**config.mk**
```make
export PLATFORM = sky130hd
export DESIGN_NAME = debounce_bank
export DESIGN_NICKNAME = d
export VERILOG_FILES = /design/src/rtl/debounce_pkg.sv /design/src/rtl/debounce_channel.sv /design/src/rtl/debounce_bank.sv
export SDC_FILE = /design/constraint.sdc
export NUM_CORES = 1
export LEC_CHECK = 0
export BUFFER_PORTS_ARGS = -buffer_cell sky130_fd_sc_hd__buf_2
export CAP_MARGIN = 30
export CORE_ASPECT_RATIO = 0.6
export CORE_MARGIN = 2
export CORE_UTILIZATION = 35
export DETAILED_ROUTE_END_ITERATION = 8
export PLACE_DENSITY = 0.5
export SKIP_CTS_REPAIR_TIMING = 1
export SLEW_MARGIN = 15
export SYNTH_ARGS = -nofsm -noshare
export SYNTH_HDL_FRONTEND = slang
export SYNTH_SLANG_ARGS = --single-unit
export TNS_END_PERCENT = 1
```
**constraint.sdc**
```tcl
create_clock -name clk -period 7.35 [get_ports clk]
set_input_delay 0.3675 -clock clk [delete_from_list [all_inputs] [get_ports clk]]
set_output_delay 0.3675 -clock clk [all_outputs]
set_load 0.02 [all_outputs]
```
**src/rtl/debounce_pkg.sv**
```systemverilog
// Shared defaults and helpers for the debounce bank.
package debounce_pkg;

  localparam int unsigned DB_NCH        = 4;
  localparam int unsigned DB_CNT_W      = 22;
  localparam int unsigned DB_STABLE_CNT = 2000000;

  // Bits needed to hold the counter ceiling STABLE_CNT-1.
  function automatic int unsigned cnt_width_for(input int unsigned stable_cnt);
    if (stable_cnt <= 2) begin
      return 1;
    end
    return $clog2(stable_cnt);
  endfunction

endpackage

```
**src/rtl/debounce_channel.sv**
```systemverilog
// One debounce channel: two-flop synchroniser, stability counter, level register
// and registered rise/fall pulses.
module debounce_channel
  import debounce_pkg::*;
#(
  parameter int unsigned CNT_W      = DB_CNT_W,
  parameter int unsigned STABLE_CNT = DB_STABLE_CNT,
  parameter logic        INIT_LEVEL = 1'b0
) (
  input  logic clk,
  input  logic reset,
  input  logic sample_en,
  input  logic raw,
  output logic level,
  output logic rise,
  output logic fall,
  output logic rise_next,
  output logic fall_next
);

  localparam logic [CNT_W-1:0] CntLast = CNT_W'(STABLE_CNT - 1);

  logic [1:0]       sync_q;
  logic [CNT_W-1:0] cnt_q, cnt_d;
  logic             level_q, level_d;
  logic             rise_q, fall_q;
  logic             mismatch;

  always_comb begin
    cnt_d     = cnt_q;
    level_d   = level_q;
    rise_next = 1'b0;
    fall_next = 1'b0;
    mismatch  = sync_q[1] ^ level_q;
    if (!mismatch) begin
      cnt_d = '0;
    end else if (sample_en) begin
      // Ceiling compare: the counter never counts past STABLE_CNT-1.
      if (cnt_q >= CntLast) begin
        level_d   = sync_q[1];
        cnt_d     = '0;
        rise_next = sync_q[1];
        fall_next = ~sync_q[1];
      end else begin
        cnt_d = cnt_q + CNT_W'(1);
      end
    end
  end

  always_ff @(posedge clk or posedge reset) begin
    if (reset) begin
      sync_q  <= {2{INIT_LEVEL}};
      cnt_q   <= '0;
      level_q <= INIT_LEVEL;
      rise_q  <= 1'b0;
      fall_q  <= 1'b0;
    end else begin
      sync_q  <= {sync_q[0], raw};
      cnt_q   <= cnt_d;
      level_q <= level_d;
      rise_q  <= rise_next;
      fall_q  <= fall_next;
    end
  end

  assign level = level_q;
  assign rise  = rise_q;
  assign fall  = fall_q;

endmodule

```
**src/rtl/debounce_bank.sv**
```systemverilog
// Bank of NCH independent debounce channels with a shared any_change flag.
module debounce_bank
  import debounce_pkg::*;
#(
  parameter int unsigned NCH        = DB_NCH,
  parameter int unsigned CNT_W      = DB_CNT_W,
  parameter int unsigned STABLE_CNT = DB_STABLE_CNT,
  parameter logic        INIT_LEVEL = 1'b0
) (
  input  logic           clk,
  input  logic           reset,
  input  logic           sample_en,
  input  logic [NCH-1:0] signal,
  output logic [NCH-1:0] debounced_signal,
  output logic [NCH-1:0] rise,
  output logic [NCH-1:0] fall,
  output logic           any_change
);

  logic [NCH-1:0] rise_next, fall_next;
  logic           any_change_q;

  for (genvar i = 0; i < NCH; i++) begin : g_ch
    debounce_channel #(
      .CNT_W      (CNT_W),
      .STABLE_CNT (STABLE_CNT),
      .INIT_LEVEL (INIT_LEVEL)
    ) u_ch (
      .clk       (clk),
      .reset     (reset),
      .sample_en (sample_en),
      .raw       (signal[i]),
      .level     (debounced_signal[i]),
      .rise      (rise[i]),
      .fall      (fall[i]),
      .rise_next (rise_next[i]),
      .fall_next (fall_next[i])
    );
  end

  // Registered from the channels' next-state pulses so it lines up with rise/fall.
  always_ff @(posedge clk or posedge reset) begin
    if (reset) begin
      any_change_q <= 1'b0;
    end else begin
      any_change_q <= |(rise_next | fall_next);
    end
  end

  assign any_change = any_change_q;

endmodule

```
; ---- Word level (Yosys, flattened, before mapping)
; Index checks and enable logic that the tools add are counted.
[op_classes]
n_addsub = 4
n_lt_le_gt_ge = 4
n_eq_ne = 4
mux = 36
bitwise = 9
reduce_logical = 5
[op_table]
columns = cell, count
row1 = 22-bit two-way mux, 12
row2 = 22-bit by 1-bit adder with 22-bit output (second input constant), 4
row3 = 22-bit by 21-bit >= comparator with 1-bit output (second input constant), 4
row4 = 1-bit two-way mux, 24
row5 = 3-bit AND reduction, 4
row6 = 2-bit != test (second input constant), 4
row7 = 1-bit NOT, 4
row8 = 4-bit bitwise OR, 1
row9 = 4-bit OR reduction, 1
row10 = 1-bit XOR, 4
[word_totals]
ff_bits = 109
in_bits = 7
out_inout_bits = 13

; ---- Logic depth before layout (Yosys ltp)
[logic_depth]
ltp_word = 6
depth_mapped = 8
mapped_depth_nobuf = 6

; ---- Modules after synthesis
; Synthesis repeated with hierarchy kept, for this count alone.
[hier_totals]
hier_cells = 577
hier_area_um2 = 5785.5
[modules_own_cells]
columns = mod, instances, cells_each, area_per_inst_um2, seq_area_each_um2
row1 = debounce_channel, 4, 143, 1435.1, 675.6
row2 = debounce_bank, 1, 5, 45.0, 25.0

; ---- Worst setup path after synthesis
; No wires, ideal clock.
[synth_path]
path_kind = register to register
startpoint = reg g_ch[2].u_ch.cnt_q[21]
endpoint = reg g_ch[2].u_ch.level_q
t_arrival_ps = 1785
t_required_ps = 7225
path_slack_ps = 5440
stages_incl_launch_ff = 6
n_path_buf = 0
period_less_slack_ps = 1910
path_cell_list = dfrtp_1 > or4b_4 > nor3_4 > a211oi_2 > nand2b_4 > mux2_4
[synth_between]
elab_chain_len = 2
[synth_lines]
columns = element, line_no
row1 = from (decl), debounce_channel.sv:24  ; logic [CNT_W-1:0] cnt_q, cnt_d;
row2 = from (signal assigned), debounce_channel.sv:59  ; cnt_q <= cnt_d;
row3 = 22-bit by 21-bit >= comparator with 1-bit output, debounce_channel.sv:39  ; if (cnt_q >= CntLast) begin
row4 = 3-bit AND reduction (no line), n/a
row5 = to (signal assigned), debounce_channel.sv:60  ; level_q <= level_d;
row6 = to (decl), debounce_channel.sv:25  ; logic level_q, level_d;
; Every way passes these cells.
; A chain may end at the register's enable or synchronous reset.

; ---- Worst setup path in the final report
[layout_path]
startpoint = reg g_ch[1].u_ch.cnt_q[14]
endpoint = reg g_ch[1].u_ch.cnt_q[8]
[layout_between]
elab_chain_len = 4
[layout_lines]
columns = element, line_no
row1 = from (decl), debounce_channel.sv:24
row2 = from (signal assigned), debounce_channel.sv:59
row3 = 22-bit by 21-bit >= comparator with 1-bit output, debounce_channel.sv:39
row4 = 22-bit two-way mux, debounce_channel.sv:39
row5 = 22-bit two-way mux, debounce_channel.sv:37  ; end else if (sample_en) begin
row6 = 22-bit two-way mux, debounce_channel.sv:35  ; if (!mismatch) begin
; Every way passes these cells. The select of a mux whose other input is x is not followed.

==> Implementation_results.wiki <==
{| class="wikitable"
! Metric !! Value
|-
| Worst hold slack || -0.00747 ns
|-
| Standard cell core area || 15400 um^2
|-
| Share of async-settable or async-resettable flops after synthesis || 100%
|-
| Main flop type after synthesis || dfrtp_1
|-
| Residual overflow from global routing || 0
|-
| Critical path data arrival time || 2.56 ns
|-
| Post-Synth XOR/XNOR Area || 11.9%
|-
| Post-Syn Area || 5510 um^2
|-
| Biggest area contributors in the synthesized netlist || dfrtp_1 50%, xnor2_1 5.9%, xor2_1 5.7%, nor2_1 5.4%, nand2_1 3.1%
|-
| Initial DRT Pass Iterations || 5
|-
| Clock buffer depth || 2
|-
| Sequential share of the synthesized area || 49.5%
|-
| GRT Overall Usage || 14.9%
|-
| Worst slack at placement || 4.65 ns
|-
| Reg-to-reg critical path endpoint || g_ch[1].u_ch.cnt_q[8]
|-
| Number of max-cap violations || 0
|-
| Number of standard-cell rows in the floorplan || 35
|-
| Number of top-level design ports || 20
|-
| Root Buffer || clkbuf_16
|-
| Vias/cell || 5.11
|-
| RSZ-0062 raised after global routing || no
|-
| WP data required || 7.57 ns
|-
| Synth cell types || 65
|-
| Max-slew violations || 0
|-
| Top cells by count, synth || 109 x dfrtp_1, 79 x nor2_1, 45 x nand2_1
|-
| Detailed router's first-iteration violation count || 148
|-
| Static leakage || 2.56 nW
|-
| TritonCTS clock tree || built
|-
| Largest net degree at the start of global routing || 55
|-
| Die height || 101 um
|-
| Register clock-pin slew on the reported worst setup and hold paths || 0.09 ns
|-
| Critical setup path kind || reg -> reg
|-
| TNS Setup || 0 ns
|-
| CTS H-tree lvls || 3
|-
| Number of remaining DRC errors || 0
|-
| Routed vias || 3912
|-
| Insertion delay of the later-clocked pin in the worst-skew pair || 0.36 ns
|-
| Tcrit/Tclk final || 31.9%
|-
| Clock Sinks || 109
|-
| Net count after synthesis || 557
|-
| Final wirelength || 11600 um
|-
| Number of cells traversed by the worst register-to-register path || 5
|-
| DP HPWL || 8040 um
|-
| Die X || 166 um
|-
| Fraction of post-synthesis cell area in the top cell type by area || 49.5%
|-
| Vias in the first global route || 3843
|-
| Post-layout net count || 568
|-
| Violations in the final reports || hold timing
|-
| Count leader, synth || dfrtp_1
|-
| Initial antenna violation count || 0
|-
| Worst clock skew on the final layout || 0.0127 ns
|-
| Pin slew with the least headroom to its limit || 0.798 ns
|-
| Number of setup violations in the final report || 0
|-
| Min cycle time layout || 2.34 ns
|-
| End point of the critical path || g_ch[1].u_ch.cnt_q[8]
|-
| Post-synthesis simple-gate area fraction || 24.6%
|-
| Fraction of layout cells with a size suffix above 1 || 12.3%
|-
| Largest family of logic cells by synthesized area || simple AND/OR/NAND/NOR gates
|-
| Avg Inst Size Synth || 10.1 um^2
|-
| Final Non-Filler Cells || 765
|-
| Number of instances in the synthesized netlist || 546
|-
| Type of the most critical hold path || in -> async
|-
| VDD IR-drop max || 0.000105 V
|-
| Antenna violation net count after detailed routing || 0
|-
| DP Cell Count || 748
|-
| WL per Instance || 15.1 um
|-
| Post-synth top area cell || dfrtp_1
|-
| GP Congestion || 0.775
|-
| YS warnings || 0
|-
| Relative max-transition margin || 46.3%
|-
| Area grow syn2layout || 10.4%
|-
| Post-synthesis adder-cell area fraction || 0.908%
|-
| Share of cell area taken by muxes after synthesis || 1.29%
|-
| Total power after layout || 1.17 mW
|-
| Peak clock frequency supported by timing || 426 MHz
|-
| # port buffers || 19
|-
| Area enclosed by the die boundary || 16800 um^2
|-
| R2r startpoint || g_ch[1].u_ch.cnt_q[14]
|-
| Kind of end point of the critical path || flip-flop
|-
| Slack of the worst reg-to-reg path || 5.01 ns
|-
| Post-synthesis sequential element count || 109
|-
| Worst Slack Setup Final || 5.01 ns
|-
| Wire length of the first global-routing pass || 20000 um
|-
| Run status || finished with violations
|-
| Worst setup SP type || flip-flop
|-
| EDFF count, synth || 0
|-
| Pwr per Cell Area || 193 nW/um^2
|-
| Initial standard-cell utilization of the core || 35.8%
|-
| CP startpoint || g_ch[1].u_ch.cnt_q[14]
|-
| Post-synthesis compound-gate area fraction || 8.38%
|-
| Final Hold Violating Endpoints || 31
|-
| Number of buffers inserted during clock tree synthesis || 9
|-
| Crit-path max FO || 20
|-
| Number of antenna repair diodes || 0
|-
| Filler instances || 1509
|}
## flip-flops by register name, summed over array words and instances, names as in the netlist
| register | cells |
|---|---|
| any_change | 1 |
| g_ch.u_ch.cnt_q | 88 |
| g_ch.u_ch.fall | 4 |
| g_ch.u_ch.level | 4 |
| g_ch.u_ch.rise | 4 |
| g_ch.u_ch.sync_q | 8 |
## kinds of logic (layout without fill, tap and decap cells)
logic type | Yosys count | after routing
and+or+nand+nor | 263 | 263
DFF | 109 | 109
xor gates and xnor gates | 74 | 74
AOI/OAI and AO/OA | 58 | 58
buffers and inverters | 32 | 48
muxes | 6 | 6
adders and majority gates | 4 | 4
## final cells by class
cell class / instances / area, um^2 / share of cell area, %
repair buffers: 23 / 145 / 2.39
clock inverters: 7 / 96.3 / 1.58
clock buffers: 9 / 225 / 3.70
flip-flops and latches: 109 / 2730 / 44.9
well taps: 203 / 254 / 4.18
multi-input cells: 405 / 2600 / 42.7
inverters: 9 / 36.3 / 0.597
## how the worst min path moves through the flow
stage                             end                    from  slack, ns
2_1_floorplan  g_ch[0].u_ch.sync_q[1]  g_ch[0].u_ch.sync_q[0]       0.33
3_5_place_dp   g_ch[2].u_ch.sync_q[1]  g_ch[2].u_ch.sync_q[0]       0.34
5_1_grt        g_ch[2].u_ch.cnt_q[18]                   reset       0.03
4_1_cts        g_ch[2].u_ch.sync_q[0]                   reset     -0.003
3_3_place_gp   g_ch[2].u_ch.sync_q[1]  g_ch[2].u_ch.sync_q[0]       0.34
6_report       g_ch[2].u_ch.sync_q[1]                   reset     -0.007
## stage by stage
stage	hold slack, ns	utilization [%]	cell area [um^2]
2_1_floorplan	0.331	-	5510
3_3_place_gp	0.335	37.2	5720
3_5_place_dp	0.339	37.4	5750
4_1_cts	-0.00263	39.5	6070
5_1_grt	0.0256	39.6	6080
6_report	-0.00747	39.6	6080
## where the power goes
group	total, mW	internal (mW)	leakage [nW]	switching [mW]
Combinational	0.0462	0.0124	0.903	0.0339
Clock	0.513	0.249	0.155	0.264
Sequential	0.612	0.605	1.50	0.00685
Total	1.17	0.867	2.56	0.305
## worst max-delay path, cell delays in order (launching register included)
cell,delay [ns]
dfrtp_1,0.45
or4b_1,0.55
nor4_1,0.31
a22oi_2,0.16
nand2_1,0.60
nor2_1,0.13
## metal layers
layer	GRT usage (%)	wire length [um]	part of all wire, %	up-vias
li1	-	-	-	1925
met2	21.0	4720	41	73
met4	3.55	113	0.98	0
met5	0	0	0	-
met1	22.9	6210	54	1904
met3	3.60	507	4.4	10
## layout by cell type, fill, tap and decap left out, types with 4 or more instances in the layout
master     synthesis  routed
nor3_1            20      20
xor2_1            36      36
dfrtp_1          109     109
inv_1              9       8
nand2_1           45      45
buf_2              5      19
nand4_1           19      19
or3_1              4       4
clkbuf_16          0       9
and3_1            15      15
ha_1               4       4
nor2_2            10      10
a31oi_1            6       6
nand2b_1           5       5
and4_1             6       6
nor2_1            79      79
a21oi_1           18      18
nor4_1            10      10
xnor2_1           37      37
nand3_1           28      28
nor3b_1            9       9
No activity file was read; power rests on OpenSTA's default activity.
